$ cat src/rtl/shift_count_register.sv
// rtl/shift_count_register.sv - parametrised load/clear/count/shift datapath register
module shift_count_register #(
    parameter int                 WIDTH     = 16,
    parameter logic [WIDTH-1:0]   RESET_VAL = '0
) (
    input  logic             clk,
    input  logic             reset,
    input  logic             en,
    input  logic [2:0]       mode,
    input  logic [WIDTH-1:0] in,
    input  logic             serial_in,
    output logic [WIDTH-1:0] out,
    output logic             carry,
    output logic             zero
);

    typedef enum logic [2:0] {
        MODE_HOLD  = 3'b000,
        MODE_LOAD  = 3'b001,
        MODE_CLEAR = 3'b010,
        MODE_INC   = 3'b011,
        MODE_DEC   = 3'b100,
        MODE_SHL   = 3'b101,
        MODE_SHR   = 3'b110,
        MODE_ASR   = 3'b111
    } mode_e;

    logic [WIDTH-1:0] out_q, out_d;
    logic             carry_q, carry_d;
    logic [WIDTH:0]   inc_sum;
    mode_e            mode_sel;

    assign mode_sel = mode_e'(mode);
    assign inc_sum  = {1'b0, out_q} + (WIDTH+1)'(1);

    always_comb begin
        out_d   = out_q;
        carry_d = carry_q;
        if (en) begin
            case (mode_sel)
                MODE_HOLD: ;
                MODE_LOAD: begin
                    out_d   = in;
                    carry_d = 1'b0;
                end
                MODE_CLEAR: begin
                    out_d   = '0;
                    carry_d = 1'b0;
                end
                MODE_INC: begin
                    out_d   = inc_sum[WIDTH-1:0];
                    carry_d = inc_sum[WIDTH];
                end
                // borrow only when counting down through zero
                MODE_DEC: begin
                    out_d   = out_q - WIDTH'(1);
                    carry_d = (out_q == '0);
                end
                MODE_SHL: begin
                    out_d   = {out_q[WIDTH-2:0], serial_in};
                    carry_d = out_q[WIDTH-1];
                end
                MODE_SHR: begin
                    out_d   = {serial_in, out_q[WIDTH-1:1]};
                    carry_d = out_q[0];
                end
                MODE_ASR: begin
                    out_d   = {out_q[WIDTH-1], out_q[WIDTH-1:1]};
                    carry_d = out_q[0];
                end
                default: ;
            endcase
        end
    end

    always_ff @(posedge clk or posedge reset) begin
        if (reset) begin
            out_q   <= RESET_VAL;
            carry_q <= 1'b0;
        end else begin
            out_q   <= out_d;
            carry_q <= carry_d;
        end
    end

    assign out   = out_q;
    assign carry = carry_q;
    assign zero  = (out_q == '0);

endmodule

$ cat config.mk
export PLATFORM = sky130hd
export DESIGN_NAME = shift_count_register
export DESIGN_NICKNAME = d
export VERILOG_FILES = /design/src/rtl/shift_count_register.sv
export SDC_FILE = /design/constraint.sdc
export NUM_CORES = 1
export LEC_CHECK = 0
export BUFFER_PORTS_ARGS = -buffer_cell sky130_fd_sc_hd__clkbuf_2
export CAP_MARGIN = 0
export CORE_MARGIN = 2
export CORE_UTILIZATION = 56
export DETAILED_ROUTE_END_ITERATION = 12
export HOLD_SLACK_MARGIN = 0.12
export PLACE_DENSITY = 0.81
export SETUP_SLACK_MARGIN = 0.05
export SLEW_MARGIN = 10
export SYNTH_ARGS = -nofsm -noshare
export SYNTH_HDL_FRONTEND = slang
export SYNTH_SLANG_ARGS = --single-unit
$ cat constraint.sdc
create_clock -name clk -period 2.2 [get_ports clk]
set_input_delay 0.22 -clock clk [delete_from_list [all_inputs] [get_ports clk]]
set_output_delay 0.22 -clock clk [all_outputs]
set_load 0.005 [all_outputs]
==> results.yml, run 1 <==
power_and_ir_drop:
  p_sw_uw: 668
  switching_share_pct: 46.1
  pwr-share-comb_pct: 51.4
  power_frac_seq_pct: 35.9
  powerDensity_nw_per_um2: 598
  max-vdd-ir-drop_mv: 0.364
  clockPowerShare_pct: 12.7
  p_int_uw: 781
  p_leak_uw: 0.000974
logic_synthesis:
  ys.flop_type: "dfrtp_1"
  synth_fp_nets: 305
  synth_compound_area_share_pct: 30.4
  syn_area_per_cell_um2: 7.32
  ys_warn_count: 0
  ys_seq_area_share_pct: 20.8
  synth_top_area_share_pct: 20.8
  synth_top_cells_by_count: "nand2_1 (26), a21oi_1 (23), o21ai_0 (21)"
  yosysUniqueCellTypes: 60
  syn-instance-count: 280
  synth.most_common_cell: "nand2_1"
  synth-adder-area-share_pct: 1.22
  synth_area_um2: 2050
  yosysTopAreaCell: "dfrtp_1"
  synth_xor_area_share_pct: 6.41
  synth_top_family_by_area: "simple AND/OR/NAND/NOR gates"
  synthSimpleGateAreaFrac_pct: 31.3
  synth-async-reset-ratio_pct: 100
  ys_ff_latch: 17
  synth_edf_count: 0
  synth_mux_area_share_pct: 0
  ys_top_cells_by_area: "dfrtp_1 (21%), a21oi_1 (5.6%), o21ai_0 (5.1%), nand2_1 (4.8%), xnor2_1 (4.7%)"
setup_path:
  crit_required_ns: 2.42
  worst_path_largest_cell_delay_ns: 0.56
  cp-startpoint: "out[4]"
  r2r_end: "out[15]"
  rrSetupSlack_ns: 0.08
  crit_chain: "nor4_1 > and3_1 > nor3b_1 > a311oi_1 > a221oi_1"
  cp_slowest_cell: "dfrtp_1"
  regToRegStartpoint: "out[4]"
  path_depth: 5
  cp.arrival_ns: 2.34
  crit_buf_inv: 0
  endpoint_kind: "flip-flop"
  path_delay_family: "simple AND/OR/NAND/NOR gates"
  critPathLaunchType: "flip-flop"
  crit_path_end: "out[15]"
  crit_fanout: 8
  reg2reg_depth: 5
  crit_type: "flip-flop to flip-flop"
placed_design:
  io_buffers: 40
  dp.final_hpwl_um: 4580
  finalWeightedCongestion: 0.936
  dpl-instance-area_um2: 2320
  pre_cts_slack_ns: 0.189
route:
  routed_wl_um: 6600
  drc: 0
  drt-pass1-iter-count: 5
  wl_per_cell_um: 18.0
  ant_nets: 0
  via_count: 2380
  viasPerCell: 6.50
  first_iter_violations: 311
clocking:
  clkTransAtPathRegs_ns: 0.12
  clock_path_buffers: 2
  cts_buffers: 3
  worst_skew_pair.late_latency_ns: 0.31
  htreeDepth: 1
  root_buffer: "clkbuf_4"
  cts_sinks: 17
  cts_tree: "done"
job:
  max-cap-violations: 0
timing:
  tightest_slew_ns: 0.674
  rsz0062_at_grt: "true"
  fin_crit_sh_pct: 96.2
  fin_crit_ns: 2.12
  max_slew_margin_pct: 55.0
  setup_viol: 0
  fin_ws_ns: 0.0829
  fin_skew_ns: 0.0158
  hold_violations: 0
  slew_violations: 0
  tns_ns: 0
  clock.fmax_mhz: 472
grt:
  grt_antenna_before_repair: 0
  grt_pass1_wl_um: 11200
  first_global_vias: 2211
  grt_max_degree: 18
  grt_overflow: 0
  globalRouteTotalUtil_pct: 34.1
die:
  coreArea_um2: 3420
  die_w_um: 64.5
  start_util_pct: 60.0
  die_height_um: 64.5
  fp.dieArea_um2: 4160
  row_count: 21
  io_pins: 41
final_layout:
  post-route-cell-area_um2: 2420
  drive_above_1_share_pct: 27.8
  nets: 346
  area_growth_pct: 18.2
  num_antenna_cells: 0
  nFillCells: 312
  post-route-util_pct: 70.9
run_status:
  status: "finished clean"
min_path:
  hold_class: "input port to flip-flop"
per-layer routing:
| metal | global-route usage, % | vias to the layer above | routed length (um) |
|---|---|---|---|
| li1 | - | 1122 | - |
| met1 | 49.4 | 1076 | 2780 |
| met2 | 50.7 | 160 | 2910 |
| met3 | 5.56 | 22 | 748 |
| met4 | 12.8 | 0 | 165 |
| met5 | 0 | - | 0 |
repair_timing:
| action | CTS | global route |
|---|---|---|
| cloned | 0 | 0 |
| hold buffers | 1 | 0 |
| resized for setup | 3 | 5 |
| endpoints found under the hold margin | 17 | 0 |
| pin swaps | 1 | 1 |
| buffers inserted | 2 | 0 |
| endpoints found under the setup margin | 1 | 2 |
state kept, by name (all words and copies together) (netlist names):
signal	count
out	16
carry	1
cell usage in the layout (no fill, tap or decap), types with 5 or more instances in the layout:
cell type,count
a21boi_0,6
a21oi_1,23
a221oi_1,6
buf_4,27
clkbuf_2,40
dfrtp_1,16
inv_1,9
nand2_1,26
nand2b_1,5
nand3_1,11
nand4_1,9
nor2_1,15
nor3_1,11
o21ai_0,21
o21ai_1,5
xnor2_1,11
cells by family after synthesis:
family                     count (synthesis)
buffers and inverters                     41
adders and majority gates                  2
xor gates and xnor gates                  15
DFF                                       17
and+or+nand+nor                          110
AOI/OAI and AO/OA                         95
worst min-delay path, stage by stage:
cell and delay [ns]:
clkbuf_2 0.08, o32ai_1 0.06, o21ai_0 0.14
per-stage QoR:
stage	power [uW]	hold slack (ns)	instances
2_1_floorplan	981	0.146	280
3_3_place_gp	1190	0.345	359
3_5_place_dp	1210	0.340	359
4_1_cts	1400	0.210	366
5_1_grt	1550	0.215	366
6_report	1450	0.212	366
power groups by stage:
stage          logic [uW]  clock network [uW]  registers (uW)
2_1_floorplan         532                   0             449
3_3_place_gp          680                   0             513
3_5_place_dp          691                   0             515
4_1_cts               712                 183             505
5_1_grt               820                 198             532
6_report              745                 183             521
cell type report:
cell class                 instances  area, um^2  area share [%]
clock buffer                       4        26.3            1.09
timing repair buffer              68         413            17.1
tap                               46        57.6            2.38
sequential                        17         427            17.6
inverter                           9        33.8            1.40
multi-input combinational        222        1460            60.5
how the worst min path moves through the flow:
stage | startpoint | endpoint | slack [ns] | cells past startpoint
after floorplan | reset | carry | 0.15 | 1
after CTS | in[1] | out[1] | 0.21 | 3
final | in[0] | out[0] | 0.21 | 3
after global placement | reset | out[3] | 0.35 | 2
after global routing | in[7] | out[7] | 0.22 | 3
after detailed placement | reset | out[3] | 0.34 | 2
No activity file was read; power rests on OpenSTA's default activity.
==> inputs of run 2 (changes only) <==
--- a/config.mk
+++ b/config.mk
@@ -7,12 +7,15 @@
 export LEC_CHECK = 0
 export BUFFER_PORTS_ARGS = -buffer_cell sky130_fd_sc_hd__clkbuf_2
 export CAP_MARGIN = 0
+export CORE_ASPECT_RATIO = 1.25
 export CORE_MARGIN = 2
 export CORE_UTILIZATION = 56
 export DETAILED_ROUTE_END_ITERATION = 12
 export HOLD_SLACK_MARGIN = 0.12
 export PLACE_DENSITY = 0.81
+export REMOVE_ABC_BUFFERS = 1
 export SETUP_SLACK_MARGIN = 0.05
+export SKIP_LAST_GASP = 1
 export SLEW_MARGIN = 10
 export SYNTH_ARGS = -nofsm -noshare
 export SYNTH_HDL_FRONTEND = slang
==> results.yml, run 2 (synthesis gave the netlist of run 1 again) <==
timing:
  max_slew_margin_pct: 51.3
  setup_viol: 0
  slew_violations: 0
  rsz0062_at_grt: "true"
  fin_crit_ns: 2.07
  tns_ns: 0
  fin_crit_sh_pct: 94.1
  hold_violations: 0
  clock.fmax_mhz: 483
  tightest_slew_ns: 0.730
  fin_skew_ns: 0.00602
clocking:
  cts_sinks: 17
  root_buffer: "clkbuf_8"
  cts_tree: "done"
  cts_buffers: 3
  clkTransAtPathRegs_ns: 0.08
  worst_skew_pair.late_latency_ns: 0.26
  htreeDepth: 1
  clock_path_buffers: 2
power_and_ir_drop:
  max-vdd-ir-drop_mv: 0.426
  switching_share_pct: 45.2
  p_int_uw: 825
  power_frac_seq_pct: 34.5
  p_leak_uw: 0.000964
  powerDensity_nw_per_um2: 628
  pwr-share-comb_pct: 48.2
  p_sw_uw: 679
  clockPowerShare_pct: 17.4
setup_path:
  crit_type: "flip-flop to flip-flop"
  endpoint_kind: "flip-flop"
  critPathLaunchType: "flip-flop"
  crit_required_ns: 2.36
  reg2reg_depth: 5
  crit_fanout: 15
  cp.arrival_ns: 2.23
grt:
  grt_max_degree: 19
  globalRouteTotalUtil_pct: 33.8
  grt_overflow: 0
  grt_antenna_before_repair: 0
  grt_pass1_wl_um: 11000
  first_global_vias: 2257
route:
  drt-pass1-iter-count: 5
  routed_wl_um: 6690
  via_count: 2411
  viasPerCell: 6.79
  drc: 0
  wl_per_cell_um: 18.8
  ant_nets: 0
  first_iter_violations: 159
final_layout:
  largest_register_ff_count: 16
  post-route-util_pct: 68.7
  final_cell_mix: "clkbuf_2 (40), nand2_1 (26), a21oi_1 (23), buf_4 (23), o21ai_0 (21)"
  nets: 342
  seq_area_um2: 425
  num_antenna_cells: 0
  layout_commonest_cell: "clkbuf_2"
  drive_above_1_share_pct: 26.6
  area_growth_pct: 16.9
  nFillCells: 314
  instances_no_fill: 355
  multi_input_comb_area_um2: 1460
die:
  start_util_pct: 58.8
  row_count: 24
  die_w_um: 58.1
  io_pins: 41
  die_height_um: 71.6
  coreArea_um2: 3480
  fp.dieArea_um2: 4160
placed_design:
  finalWeightedCongestion: 0.946
  io_buffers: 40
  dp.final_hpwl_um: 4780
  placed_cells: 348
run_status:
  status: "finished clean"
min_path:
  hold_class: "input port to flip-flop"
  min_path_cells: 3
job:
  max-cap-violations: 0
## run 2: power groups by stage
stage / sequential (uW) / combinational, uW / clock [uW]
final: 518 / 725 / 261
after global placement: 503 / 677 / 0
after global routing: 529 / 801 / 270
after detailed placement: 507 / 694 / 0
after floorplan: 547 / 346 / 0
after CTS: 505 / 702 / 260
## run 2: final cells by class
class	count	share of cell area, %
tap	39	2.04
inverter	9	1.41
sequential	17	17.8
timing repair buffer	64	16.0
multi-input combinational	222	60.9
clock buffer	4	1.88
## run 2: timing repair
item	in CTS	in global routing
endpoints found under the hold margin	17	0
setup buffers	0	2
gates resized for setup	1	5
pin swaps	0	0
endpoints found under the setup margin	1	2
hold buffers	1	0
## run 2: path summary, 6_finish.rpt
check                           startpoint  endpoint  slack, ns
worst min register to register       carry     carry       0.49
max in group asynchronous            reset    out[4]       1.13
min in group asynchronous            reset   out[14]       0.60
worst min-delay path                 in[5]    out[5]       0.25
worst max-delay path                out[2]   out[15]       0.13
worst max register to register      out[2]   out[15]       0.13
## run 2: metrics by stage
step,cell area [um^2],hold WS (ns),power [uW],setup slack (ns)
floorplan,1880,0.146,893,0.327
global placement,2290,0.355,1180,0.152
detailed placement,2290,0.365,1200,0.122
CTS,2350,0.252,1470,0.0952
global route,2390,0.290,1600,0.0358
finish,2390,0.246,1500,0.129
## run 2: critical path: stages, from the launching register on
cell and delay, ns:
dfrtp_1 0.70, nand4_4 0.20, nor3_2 0.48, and3b_1 0.24, o21ai_1 0.06, a221oi_1 0.28
## run 2: per-layer routing
| layer | GRT usage [%] | vias to the layer above | share of wire [%] |
|---|---|---|---|
| met4 | 17.3 | 0 | 4.2 |
| met1 | 43.9 | 1140 | 40 |
| met3 | 2.35 | 29 | 7.3 |
| met5 | 0 | - | 0 |
| li1 | - | 1108 | - |
| met2 | 55.8 | 134 | 48 |
